File: config.mk
export PLATFORM = sky130hd
export DESIGN_NAME = shot_clock_controller
export DESIGN_NICKNAME = d
export VERILOG_FILES = /design/src/rtl/shot_clock_controller.sv
export SDC_FILE = /design/constraint.sdc
export NUM_CORES = 1
export LEC_CHECK = 0
export BUFFER_PORTS_ARGS = -buffer_cell sky130_fd_sc_hd__buf_2
export CORE_ASPECT_RATIO = 0.9
export CORE_UTILIZATION = 51
export CTS_CLUSTER_SIZE = 40
export DETAILED_ROUTE_END_ITERATION = 8
export PLACE_DENSITY_LB_ADDON = 0.1
export SETUP_SLACK_MARGIN = 0.2
export SLEW_MARGIN = 20
export SYNTH_ARGS = -nofsm -noshare
export SYNTH_HDL_FRONTEND = slang
export SYNTH_SLANG_ARGS = --single-unit
File: constraint.sdc
create_clock -name clock_in -period 2.5 [get_ports clock_in]
set_input_delay 0.625 -clock clock_in [delete_from_list [all_inputs] [get_ports clock_in]]
set_output_delay 0.625 -clock clock_in [all_outputs]
set_load 0.02 [all_outputs]
File: src/rtl/shot_clock_controller.sv
// Shot clock / game clock sequencer for the scoreboard timing datapath.
// Ports:
//   clock_in, reset_n    - system clock, async active-low reset
//   tick_1hz             - one-cycle enable pulse once per second
//   btn_start_stop       - toggle run/pause
//   btn_shot_24/_14      - shot clock reloads (full / conditional short)
//   btn_next_period      - advance once a period has ended
//   shot_count           - shot clock seconds
//   game_min, game_sec   - game clock mm:ss
//   period               - current period, 1-based
//   running, game_over   - state flags
//   shot_buzzer, game_buzzer - buzzer drives
module shot_clock_controller #(
    parameter int unsigned SHOT_FULL   = 24,
    parameter int unsigned SHOT_SHORT  = 14,
    parameter int unsigned PERIOD_MIN  = 10,
    parameter int unsigned NUM_PERIODS = 4,
    parameter int unsigned BUZZ_TICKS  = 3
) (
    input  logic       clock_in,
    input  logic       reset_n,
    input  logic       tick_1hz,
    input  logic       btn_start_stop,
    input  logic       btn_shot_24,
    input  logic       btn_shot_14,
    input  logic       btn_next_period,
    output logic [4:0] shot_count,
    output logic [3:0] game_min,
    output logic [5:0] game_sec,
    output logic [2:0] period,
    output logic       running,
    output logic       shot_buzzer,
    output logic       game_buzzer,
    output logic       game_over
);

    localparam int unsigned SHOT_W = 5;
    localparam int unsigned MIN_W  = 4;
    localparam int unsigned SEC_W  = 6;
    localparam int unsigned PER_W  = 3;
    localparam int unsigned BUZZ_W = (BUZZ_TICKS < 2) ? 1 : $clog2(BUZZ_TICKS + 1);

    typedef enum logic [2:0] {
        ST_IDLE,
        ST_RUN,
        ST_PAUSE,
        ST_SHOT_EXP,
        ST_PERIOD_END,
        ST_GAME_OVER
    } state_e;

    state_e              state_q, state_d;
    logic [SHOT_W-1:0]   shot_q, shot_d;
    logic [MIN_W-1:0]    min_q, min_d;
    logic [SEC_W-1:0]    sec_q, sec_d;
    logic [PER_W-1:0]    period_q, period_d;
    logic [BUZZ_W-1:0]   sbuz_cnt_q, sbuz_cnt_d;
    logic [BUZZ_W-1:0]   gbuz_cnt_q, gbuz_cnt_d;
    logic                running_q, running_d;
    logic                sbuz_q, sbuz_d;
    logic                gbuz_q, gbuz_d;
    logic                game_over_q, game_over_d;

    logic                reload_en;
    logic [MIN_W-1:0]    dec_min;
    logic [SEC_W-1:0]    dec_sec;
    logic                dec_zero;

    // Game clock one second earlier, saturating at 00:00.
    always_comb begin
        dec_min = min_q;
        dec_sec = sec_q;
        if (sec_q != '0) begin
            dec_sec = sec_q - SEC_W'(1);
        end else if (min_q != '0) begin
            dec_sec = SEC_W'(59);
            dec_min = min_q - MIN_W'(1);
        end
        dec_zero = (dec_min == '0) && (dec_sec == '0);
    end

    // Reload accepted outside PERIOD_END/GAME_OVER; short reload only shortens.
    always_comb begin
        reload_en = ((state_q == ST_IDLE) || (state_q == ST_RUN) ||
                     (state_q == ST_PAUSE) || (state_q == ST_SHOT_EXP)) &&
                    (btn_shot_24 || (btn_shot_14 && (shot_q < SHOT_W'(SHOT_SHORT))));
    end

    // Next-state and registered-output logic.
    always_comb begin
        state_d    = state_q;
        shot_d     = shot_q;
        min_d      = min_q;
        sec_d      = sec_q;
        period_d   = period_q;
        sbuz_cnt_d = sbuz_cnt_q;
        gbuz_cnt_d = gbuz_cnt_q;

        // Buzzers count down on every tick regardless of state.
        if (tick_1hz && (sbuz_cnt_q != '0)) sbuz_cnt_d = sbuz_cnt_q - BUZZ_W'(1);
        if (tick_1hz && (gbuz_cnt_q != '0)) gbuz_cnt_d = gbuz_cnt_q - BUZZ_W'(1);

        unique case (state_q)
            ST_IDLE, ST_PAUSE: begin
                if (btn_start_stop) state_d = ST_RUN;
            end
            ST_RUN: begin
                if (tick_1hz) begin
                    min_d = dec_min;
                    sec_d = dec_sec;
                    // Period end wins over shot expiry; shot clock is left as is.
                    if (dec_zero) begin
                        state_d    = ST_PERIOD_END;
                        gbuz_cnt_d = BUZZ_W'(BUZZ_TICKS);
                    end else if (!reload_en && (shot_q != '0)) begin
                        shot_d = shot_q - SHOT_W'(1);
                        if (shot_q == SHOT_W'(1)) begin
                            state_d    = ST_SHOT_EXP;
                            sbuz_cnt_d = BUZZ_W'(BUZZ_TICKS);
                        end
                    end
                end
                if (btn_start_stop && (state_d == ST_RUN)) state_d = ST_PAUSE;
            end
            ST_SHOT_EXP: begin
                if (reload_en) state_d = ST_PAUSE;
            end
            ST_PERIOD_END: begin
                if (btn_next_period) begin
                    if (period_q < PER_W'(NUM_PERIODS)) begin
                        period_d = period_q + PER_W'(1);
                        min_d    = MIN_W'(PERIOD_MIN);
                        sec_d    = '0;
                        shot_d   = SHOT_W'(SHOT_FULL);
                        state_d  = ST_IDLE;
                    end else begin
                        state_d  = ST_GAME_OVER;
                    end
                end
            end
            default: ;
        endcase

        // Reload overrides any shot decrement and silences the shot buzzer.
        if (reload_en) begin
            shot_d     = btn_shot_24 ? SHOT_W'(SHOT_FULL) : SHOT_W'(SHOT_SHORT);
            sbuz_cnt_d = '0;
        end

        running_d   = (state_d == ST_RUN);
        game_over_d = (state_d == ST_GAME_OVER);
        sbuz_d      = (sbuz_cnt_d != '0);
        gbuz_d      = (gbuz_cnt_d != '0);
    end

    // State and output registers.
    always_ff @(posedge clock_in or negedge reset_n) begin
        if (!reset_n) begin
            state_q     <= ST_IDLE;
            shot_q      <= SHOT_W'(SHOT_FULL);
            min_q       <= MIN_W'(PERIOD_MIN);
            sec_q       <= '0;
            period_q    <= PER_W'(1);
            sbuz_cnt_q  <= '0;
            gbuz_cnt_q  <= '0;
            running_q   <= 1'b0;
            sbuz_q      <= 1'b0;
            gbuz_q      <= 1'b0;
            game_over_q <= 1'b0;
        end else begin
            state_q     <= state_d;
            shot_q      <= shot_d;
            min_q       <= min_d;
            sec_q       <= sec_d;
            period_q    <= period_d;
            sbuz_cnt_q  <= sbuz_cnt_d;
            gbuz_cnt_q  <= gbuz_cnt_d;
            running_q   <= running_d;
            sbuz_q      <= sbuz_d;
            gbuz_q      <= gbuz_d;
            game_over_q <= game_over_d;
        end
    end

    assign shot_count  = shot_q;
    assign game_min    = min_q;
    assign game_sec    = sec_q;
    assign period      = period_q;
    assign running     = running_q;
    assign shot_buzzer = sbuz_q;
    assign game_buzzer = gbuz_q;
    assign game_over   = game_over_q;

endmodule

==> results by group, run 1 <==
Outcome
  – Outcome: complete, no violations

Setup path
  – Critical path's top delay family: compound AO/OA/AOI/OAI gates
  – Critical path class: flip-flop to flip-flop
  – Crit Path Max Fanout: 5
  – Crit-path cells: inv_1 > ha_4 > buf_4 > a211oi_1 > o211a_4 > o2111ai_2 > and3_4 > o21a_4 > o211a_1
  – CP endpoint kind: flip-flop
  – Data required, critical path: 2.66 ns
  – Crit path arrival time: 2.48 ns
  – Slowest stage cell, crit path: dfstp_2
  – Worst Setup Start Kind: flip-flop
  – Crit path largest cell delay: 0.57 ns
  – Buf/Inv on CP: 2

Floorplanning
  – Rows: 20
  – Initial Util: 55.2%
  – Core area: 3500 µm²
  – Die area: 4050 µm²
  – Die height: 60.4 µm
  – Ports: 29
  – Die Wd: 66.9 µm

Clocking
  – CTS Buf Count: 5
  – CTS tree: done
  – Clock Sinks: 29
  – Root Driver: clkbuf_8
  – Post-cts hold buffer count: 0
  – H-tree Lvls: 2
  – Max Buffers Root-to-Sink: 2
  – Reg clk slew, reported paths: 0.06 ns
  – Worst-Skew Late Latency: 0.27 ns

Finish
  – Nets: 281
  – Share of cells above drive strength 1: 34.8%
  – # diodes: 0
  – Area growth, synth to finish: 26.1%
  – Filler Cells Inserted: 304

GRT
  – M1 GR Usage: 34.1%
  – Vias in the first global route: 1542
  – Initial antenna violation count: 0
  – First-pass GRT wire length: 7230 µm
  – Remaining global-route overflow: 0
  – Grt peak-use layer: met2
  – Met3 Track Usage GR: 6.20%
  – Met2 capacity usage during global routing: 36.2%
  – Pin count of the biggest net entering global routing: 30
  – GRT Util Overall: 23.8%

Logic synthesis
  – Synth top area cells: dfrtp_1 31%, dfstp_2 6.8%, ha_1 5.2%, o21ai_0 4.4%, nor2_1 4.1%
  – Synth cell types: 57
  – EDFF count, synth: 0
  – Cell taking the most area after synthesis: dfrtp_1
  – Sequential fraction of the synthesis area: 37.8%
  – Most frequent cell after synthesis: dfrtp_1
  – Mapped cell area: 1940 µm²
  – Mapped Cells: 221
  – Post-synth top area share: 31.0%
  – Top_reg_cell synth: dfrtp_1
  – Syn_area_per_cell: 8.76 µm²
  – Yosys warnings: 0
  – Post-synth ARST share: 100%
  – Yosys reg bits: 29
  – Synth Net Count: 236
  – Top cells by count, synth: 24 x dfrtp_1, 21 x nor2_1, 20 x nand2_1

Place
  – Post-place setup slack: 0.0739 ns
  – GPL Wtd Cong: 0.899
  – Hpwl dp: 3230 µm
  – I/O Buffers: 28

Timing
  – Count of pins over their slew limit: 0
  – Clock Skew: 0.00488 ns
  – Hold Slack: 0.377 ns
  – RSZ-0062 raised after global routing: yes
  – Tcrit/Tclk final: 92.6%
  – Final worst slack: 0.185 ns
  – FMAX: 432 MHz
  – Relative slew slack: 56.7%
  – Setup TNS: 0 ns
  – Final number of hold-violating endpoints: 0
  – Setup Viol. Count Final: 0
  – Worst-Margin Slew: 0.650 ns
  – Min Tclk post-route: 2.32 ns

Route
  – DRT iter0 DRCs: 147
  – Final wirelength: 4640 µm
  – DRC viols: 0
  – First-pass DRT Iterations: 4
  – Vias: 1814
  – Antenna-violating nets left: 0
  – Drt wl/cell: 14.9 µm
  – Mean number of vias per cell: 5.83

Power and ir drop
  – Power per Cell Area: 1120 nW/µm²
  – Maximum vdd drop: 0.911 mV
  – Leak Pwr: 1.13 nW

Run
  – Max-cap violations: 0

Min path
  – Hold Crit Class: primary input to async pin
## cell usage in the layout (no fill, tap or decap), types with 2 or more instances in the layout
master      n
buf_2      28
dfstp_2     5
and2_1      3
nand3_1     6
nor3_1      8
inv_2       2
a211oi_2    2
a211oi_1    2
o31ai_1     3
nor2_1     20
xnor2_1     4
nor2b_1     5
a31oi_1     3
inv_1      14
clkbuf_8    7
o21ai_0    16
dfrtp_1    19
a21oi_1    13
o2111ai_2   2
o21ai_1     2
nand2_1    20
dfrtp_2     5
and3_1      3
ha_1        6
ha_4        2
nand2b_1    2
a22oi_1     2
a21o_1      2
nand4_1     3
buf_6       2
o22ai_1     2
buf_4      13
## path summary, 6_finish.rpt
path / slack [ns] / startpoint / end / cells past startpoint
worst min-delay path: 0.38 / reset_n / game_sec[5] / 1
min in group clock_in: 0.51 / period[0] / period[0] / 1
max in group asynchronous: 1.65 / reset_n / game_sec[3] / 1
worst max register to register: 0.18 / game_min[1] / shot_count[2] / 9
worst max-delay path: 0.18 / game_min[1] / shot_count[2] / 9
worst min register to register: 0.51 / period[0] / period[0] / 1
## repair_timing
action                     4_1_cts  5_1_grt
setup endpoints to repair        5        8
buffers inserted                 5        2
gates resized for setup          8       16
pin swaps                        4        9
## where the power goes
part | leakage (nW) | internal (mW) | switching, mW | total [mW]
clock | 0.0542 | 0.248 | 0.172 | 0.421
combinational | 0.720 | 0.648 | 0.839 | 1.49
sequential | 0.355 | 0.617 | 0.198 | 0.815
total | 1.13 | 1.51 | 1.21 | 2.72
## registers in the layout, summed over array words and instances, names as in the netlist
signal / cells
period: 3
game_over: 1
shot_count: 5
game_buzzer: 1
sbuz_cnt_q: 2
game_min: 4
state_q: 3
gbuz_cnt_q: 2
shot_buzzer: 1
game_sec: 6
running: 1
## metal layers
layer  share of wire (%)  vias to the layer above
met5                   0                        -
met3                 7.5                        6
met1                  46                      836
met2                  45                       75
met4                 1.2                        0
li1                    -                      897
## logic make-up (layout without fill, tap and decap cells)
| kind of cell | after synthesis | in the layout | share of synthesized area [%] |
|---|---|---|---|
| adders and majority gates | 8 | 8 | 5.17 |
| xor gates and xnor gates | 4 | 4 | 1.81 |
| DFF | 29 | 29 | 37.8 |
| muxes | 1 | 1 | 0.582 |
| buffers and inverters | 23 | 69 | 5.69 |
| and+or+nand+nor | 88 | 88 | 24.5 |
| AOI/OAI and AO/OA | 68 | 68 | 24.4 |
## per-stage QoR
| step | power (mW) | area (µm²) | std cells | util [%] |
|---|---|---|---|---|
| detailed placement | 2.06 | 2170 | 296 | 62.1 |
| global route | 2.91 | 2440 | 311 | 69.6 |
| floorplan | 1.74 | 1960 | 221 | - |
| global placement | 2.05 | 2170 | 296 | 62.1 |
| finish | 2.72 | 2440 | 311 | 69.6 |
| CTS | 2.59 | 2350 | 309 | 67.1 |
## final cells by class
cell class / count / area, µm² / share of cell area [%]
sequential: 29 / 738 / 30.3
clock buffer: 7 / 96.3 / 3.95
inverter: 17 / 66.3 / 2.72
clock inverter: 1 / 5.00 / 0.205
multi-input combinational: 169 / 1210 / 49.4
timing repair buffer: 44 / 273 / 11.2
tap: 44 / 55.1 / 2.26
No activity file was read; power rests on OpenSTA's default activity.
==> run 2, diff against run 1 <==
--- a/config.mk
+++ b/config.mk
@@ -6,7 +6,6 @@
 export NUM_CORES = 1
 export LEC_CHECK = 0
 export BUFFER_PORTS_ARGS = -buffer_cell sky130_fd_sc_hd__buf_2
-export CORE_ASPECT_RATIO = 0.9
 export CORE_UTILIZATION = 51
 export CTS_CLUSTER_SIZE = 40
 export DETAILED_ROUTE_END_ITERATION = 8
==> run 2 against run 1 <==
Net effect:
- non-clock buffer count rose by 2
- routed wire length rose by 0.95%
- clock power fell by 8.8%
- register-to-register slack got worse by 0.08 ns
- sequential share of layout area rose by 0.12 points
- core utilization fell by 3.5 points
- hold slack got worse by 0.017 ns
- sequential power fell by 1%
- via count rose by 1.6%
- setup slack got worse by 0.082 ns
- critical endpoint unchanged
- highest routed layer unchanged
==> results by group, run 2 (same netlist as run 1, synthesis figures left out) <==
Run
  – Max-cap violations: 0

Timing
  – Relative slew slack: 57.2%
  – Hold Slack: 0.360 ns
  – Setup Viol. Count Final: 0
  – Setup TNS: 0 ns
  – Min Tclk post-route: 2.40 ns
  – RSZ-0062 raised after global routing: yes
  – FMAX: 417 MHz
  – Tcrit/Tclk final: 95.9%
  – Worst-Margin Slew: 0.642 ns
  – Count of pins over their slew limit: 0
  – Final number of hold-violating endpoints: 0
  – Clock Skew: 0.00694 ns

GRT
  – Pin count of the biggest net entering global routing: 30
  – Initial antenna violation count: 0
  – First-pass GRT wire length: 7770 µm
  – GRT Util Overall: 25.0%
  – Remaining global-route overflow: 0
  – Vias in the first global route: 1597

Floorplanning
  – Die area: 4050 µm²
  – Ports: 29
  – Core area: 3660 µm²
  – Die height: 63.6 µm
  – Rows: 22
  – Die Wd: 63.6 µm
  – Initial Util: 52.9%

Place
  – GPL Wtd Cong: 0.822
  – Hpwl dp: 3180 µm
  – I/O Buffers: 28

Setup path
  – Crit path arrival time: 2.57 ns
  – R2r endpoint: shot_count[2]
  – Slowest stage cell, crit path: dfrtp_2
  – Data required, critical path: 2.68 ns
  – Crit Path Max Fanout: 6
  – CP endpoint kind: flip-flop
  – Worst Reg-to-Reg Cells: 9
  – Reg2Reg Setup Slack: 0.10 ns
  – Critical path class: flip-flop to flip-flop
  – Crit-path cells: inv_4 > ha_4 > nor3b_4 > nand4_2 > a221oi_2 > o2111ai_2 > and3_4 > o21a_4 > o211a_1
  – Worst Setup Start Kind: flip-flop
  – Worst r2r src: game_min[0]
  – Crit path largest cell delay: 0.43 ns

Clocking
  – Root Driver: clkbuf_8
  – Max Buffers Root-to-Sink: 2
  – Clock Sinks: 29
  – CTS tree: done
  – H-tree Lvls: 2
  – Reg clk slew, reported paths: 0.07 ns
  – Worst-Skew Late Latency: 0.28 ns
  – CTS Buf Count: 5

Power and ir drop
  – Sw frac: 45.7%
  – Logic pwr share: 55.9%
  – Power Internal: 1.46 mW
  – Clk pwr share: 14.3%
  – Maximum vdd drop: 0.633 mV
  – Reg power frac: 29.9%
  – Leak Pwr: 1.11 nW
  – Power per Cell Area: 1110 nW/µm²
  – Net Switching: 1.23 mW

Route
  – DRT iter0 DRCs: 130
  – Mean number of vias per cell: 5.81
  – Antenna-violating nets left: 0
  – First-pass DRT Iterations: 4
  – Drt wl/cell: 14.8 µm
  – DRC viols: 0
  – Final wirelength: 4680 µm
  – Vias: 1843

Finish
  – Most common cell after layout, fill and taps aside: buf_2
  – Share of cells above drive strength 1: 34.2%
  – Most frequent cells in the layout: 28 x buf_2, 21 x dfrtp_1, 20 x nand2_1, 20 x nor2_1, 17 x buf_4
  – Max reg flops: 6
  – # diodes: 0
  – Nets: 283
  – Area growth, synth to finish: 25.1%

Min path
  – Hold Crit Class: primary input to async pin

Outcome
  – Outcome: complete, no violations
-- run 2: worst max path at each step --
| stage | from | endpoint | slack [ns] | cells after the start |
|---|---|---|---|---|
| global placement | game_min[0] | shot_count[2] | 0.11 | 9 |
| CTS | game_min[0] | shot_count[3] | 0.21 | 10 |
| finish | game_min[0] | shot_count[2] | 0.10 | 9 |
| floorplan | game_sec[0] | shot_count[2] | 0.06 | 11 |
| detailed placement | game_min[0] | shot_count[3] | 0.04 | 10 |
| global route | game_min[0] | shot_count[2] | 0.02 | 9 |
-- run 2: cell type report --
type	instances	area, µm²
fill	294	1240
multi-input combinational	169	1190
sequential	29	736
timing repair buffer	46	279
clock buffer	5	68.8
inverter	17	66.3
tap	48	60.1
clock inverter	3	17.5
-- run 2: repair_timing --
item / 4_1_cts / 5_1_grt
cloned: 0 / 0
pin swaps: 3 / 9
buffers inserted: 6 / 1
setup endpoints to repair: 5 / 8
gates resized for setup: 6 / 13
hold buffers: 0 / 0
-- run 2: routing by layer --
| layer | vias up | part of all wire, % | GRT usage (%) |
|---|---|---|---|
| li1 | 901 | - | - |
| met1 | 861 | 47 | 37.2 |
| met2 | 72 | 44 | 35.9 |
| met3 | 9 | 7.1 | 5.80 |
| met4 | 0 | 1.3 | 6.82 |
| met5 | - | 0 | 0 |
-- run 2: worst max-delay path, delay by kind of cell (launching register included) --
kind,cells,cell delay [ns]
fa+ha+maj,1,0.17
simple gates,3,0.67
compound gates,4,0.94
buf+inv,1,0.08
flops,1,0.43
-- run 2: metrics by stage --
stage / util, % / std cells / area [µm²] / setup slack, ns / power [mW]
2_1_floorplan: - / 221 / 1960 / 0.0577 / 1.74
3_3_place_gp: 59.9 / 302 / 2190 / 0.112 / 2.08
3_5_place_dp: 59.9 / 302 / 2190 / 0.0423 / 2.07
4_1_cts: 64.3 / 316 / 2350 / 0.207 / 2.56
5_1_grt: 66.2 / 317 / 2420 / 0.0209 / 2.87
6_report: 66.2 / 317 / 2420 / 0.103 / 2.69
-- run 2: power by group through the flow --
stage	clock (mW)	sequential, mW	combinational, mW
after global routing	0.411	0.832	1.63
after detailed placement	0	0.801	1.27
after CTS	0.386	0.786	1.39
after global placement	0	0.799	1.28
after floorplan	0	0.892	0.848
final	0.384	0.803	1.50
==> run 3, diff against run 2 <==
--- a/config.mk
+++ b/config.mk
@@ -5,8 +5,9 @@
 export SDC_FILE = /design/constraint.sdc
 export NUM_CORES = 1
 export LEC_CHECK = 0
+export ABC_AREA = 1
 export BUFFER_PORTS_ARGS = -buffer_cell sky130_fd_sc_hd__buf_2
-export CORE_UTILIZATION = 51
+export CORE_UTILIZATION = 52
 export CTS_CLUSTER_SIZE = 40
 export DETAILED_ROUTE_END_ITERATION = 8
 export PLACE_DENSITY_LB_ADDON = 0.1
==> run 3 against run 2 <==
Net effect:
- sequential share of layout area increased by 0.58 points
- clock skew is 0.0031 ns lower
- synthesized area grew 4.5%
- core utilization shrank 2.0 points
- maximum frequency rose by 16%
- cell count increased by 11%
- critical endpoint is now shot_count[0]
==> results by group, run 3 <==
Power and ir drop
  – Clk pwr share: 13.9%
  – Reg power frac: 28.1%
  – Power per Cell Area: 1280 nW/µm²
  – Power Internal: 1.52 mW
  – Leak Pwr: 1.24 nW
  – Maximum vdd drop: 0.601 mV
  – Power Total: 3.02 mW
  – Sw frac: 49.7%
  – Net Switching: 1.50 mW
  – Logic pwr share: 58.0%

Min path
  – Hold Crit Class: primary input to async pin

Route
  – Final wirelength: 4270 µm
  – Drt wl/cell: 12.2 µm
  – Antenna-violating nets left: 0
  – First-pass DRT Iterations: 4
  – Mean number of vias per cell: 5.20
  – DRC viols: 0
  – Vias: 1825
  – DRT iter0 DRCs: 96

Clocking
  – Max Buffers Root-to-Sink: 2
  – Root Driver: clkbuf_8
  – Reg clk slew, reported paths: 0.06 ns
  – H-tree Lvls: 2
  – Post-cts hold buffer count: 0
  – CTS Buf Count: 5
  – Worst-Skew Late Latency: 0.28 ns
  – CTS tree: done
  – Clock Sinks: 29

Run
  – Max-cap violations: 0

Finish
  – Most frequent cells in the layout: 65 x nand2_1, 36 x inv_1, 28 x buf_2, 23 x dfrtp_1, 21 x nor2_1
  – Multi-input gate area: 1130 µm²
  – # diodes: 0
  – Register area: 733 µm²
  – Area growth, synth to finish: 17.1%
  – Filler Cells Inserted: 329
  – Max reg flops: 6
  – Nets: 317
  – Most common cell after layout, fill and taps aside: nand2_1
  – Share of cells above drive strength 1: 30.0%
  – Post-route cell area: 2370 µm²

Timing
  – Relative slew slack: 58.2%
  – Setup TNS: 0 ns
  – RSZ-0062 raised after global routing: no
  – Min Tclk post-route: 2.06 ns
  – Final number of hold-violating endpoints: 0
  – FMAX: 486 MHz
  – Setup Viol. Count Final: 0
  – Tcrit/Tclk final: 82.4%
  – Clock Skew: 0.00383 ns
  – Worst-Margin Slew: 0.627 ns
  – Count of pins over their slew limit: 0
  – Hold Slack: 0.354 ns

Logic synthesis
  – Synth Net Count: 279
  – Synth cell types: 36
  – Yosys reg bits: 29
  – Synth top area cells: dfrtp_1 30%, nand2_1 12%, inv_1 7.1%, dfstp_2 6.5%, ha_1 4.9%
  – Post-synth ARST share: 100%
  – Sequential fraction of the synthesis area: 36.2%
  – Cell taking the most area after synthesis: dfrtp_1
  – Most frequent cell after synthesis: nand2_1
  – Top_reg_cell synth: dfrtp_1
  – Post-synth top area share: 29.7%
  – Top cells by count, synth: 65 x nand2_1, 38 x inv_1, 24 x dfrtp_1
  – Mapped cell area: 2020 µm²
  – Mapped Cells: 264
  – EDFF count, synth: 0
  – Syn_area_per_cell: 7.66 µm²
  – Yosys warnings: 0

Setup path
  – Crit path largest cell delay: 0.54 ns
  – Critical Path Stages: 13
  – Worst Setup Start Kind: flip-flop
  – Data required, critical path: 2.70 ns
  – Crit path arrival time: 2.26 ns
  – Worst Reg-to-Reg Cells: 13
  – CP most frequent cell: nand2_1
  – Crit-path cells: inv_1 > ha_2 > nand2_1 > nand2_1 > nand2_1 > nor2_1 > nor2_2 > nand2_2 > nor2_1 > nand4_1 > nand4_2 > nand2_1 > o21ai_1
  – Critical path class: flip-flop to flip-flop
  – Critical path's top delay family: simple AND/OR/NAND/NOR gates
  – Slowest stage cell, crit path: dfstp_2
  – Crit Path Max Fanout: 5
  – CP endpoint kind: flip-flop
  – Buf/Inv on CP: 1

GRT
  – Initial antenna violation count: 0
  – Pin count of the biggest net entering global routing: 30
  – Remaining global-route overflow: 0
  – GRT Util Overall: 23.5%
  – First-pass GRT wire length: 7430 µm
  – Vias in the first global route: 1733

Floorplanning
  – Rows: 22
  – Core area: 3690 µm²
  – Die area: 4140 µm²
  – Ports: 29
  – Initial Util: 54.9%
  – Die Wd: 64.4 µm
  – Die height: 64.4 µm

Place
  – GPL Wtd Cong: 0.903
  – Post-DP Area: 2220 µm²
  – Hpwl dp: 3350 µm
  – I/O Buffers: 28

Outcome
  – Outcome: complete, no violations
[run 3: kinds of logic after synthesis]
group | after synthesis | synth area share [%]
flip-flops | 29 | 36.2
AND/OR/NAND/NOR | 140 | 36.7
buffers and inverters | 49 | 9.09
adder cells (fa/ha/maj) | 8 | 4.95
multiplexers | 1 | 0.557
XOR/XNOR | 6 | 2.60
AO/OA/AOI/OAI | 31 | 9.96
[run 3: final cells by class]
| type | count | area share, % |
|---|---|---|
| Inverter | 49 | 7.77 |
| Sequential cell | 29 | 31.0 |
| Timing Repair Buffer | 30 | 6.55 |
| Clock buffer | 7 | 4.07 |
| Tap cell | 48 | 2.54 |
| Clock inverter | 1 | 0.211 |
| Multi-Input combinational cell | 187 | 47.9 |
[run 3: power groups by stage]
stage	Combinational [mW]	Sequential (mW)	Clock (mW)
6_report	1.75	0.850	0.419
5_1_grt	1.97	0.874	0.453
4_1_cts	1.70	0.853	0.433
3_5_place_dp	1.69	0.858	0
3_3_place_gp	1.66	0.849	0
2_1_floorplan	1.14	0.990	0
[run 3: final timing paths]
check / from / end / slack (ns)
worst max-delay path: game_min[1] / shot_count[0] / 0.44
worst min-delay path: reset_n / game_sec[1] / 0.35
worst max register to register: game_min[1] / shot_count[0] / 0.44
worst min register to register: shot_count[4] / shot_count[4] / 0.50
max in group asynchronous: reset_n / game_min[0] / 1.70
min in group clock_in: shot_count[4] / shot_count[4] / 0.50
[run 3: through the flow]
stage               util, %  instances  worst slack (ns)
finish                 64.2        351             0.440
global route           64.2        351             0.237
CTS                    63.0        348             0.373
detailed placement     60.3        340             0.404
global placement       60.3        340             0.432
floorplan                 -        264             0.505
[run 3: routing by layer]
metal / vias to the layer above / GRT usage (%) / routed length, µm
met5: - / 0 / 0
met4: 0 / 9.44 / 72
met3: 6 / 5.00 / 115
met2: 37 / 42.0 / 2130
met1: 859 / 27.1 / 1950
li1: 923 / - / -
[run 3: what timing repair did]
item / 4_1_cts / 5_1_grt
buffers inserted: 0 / 2
setup endpoints to repair: 0 / 6
gates resized for setup: 0 / 6
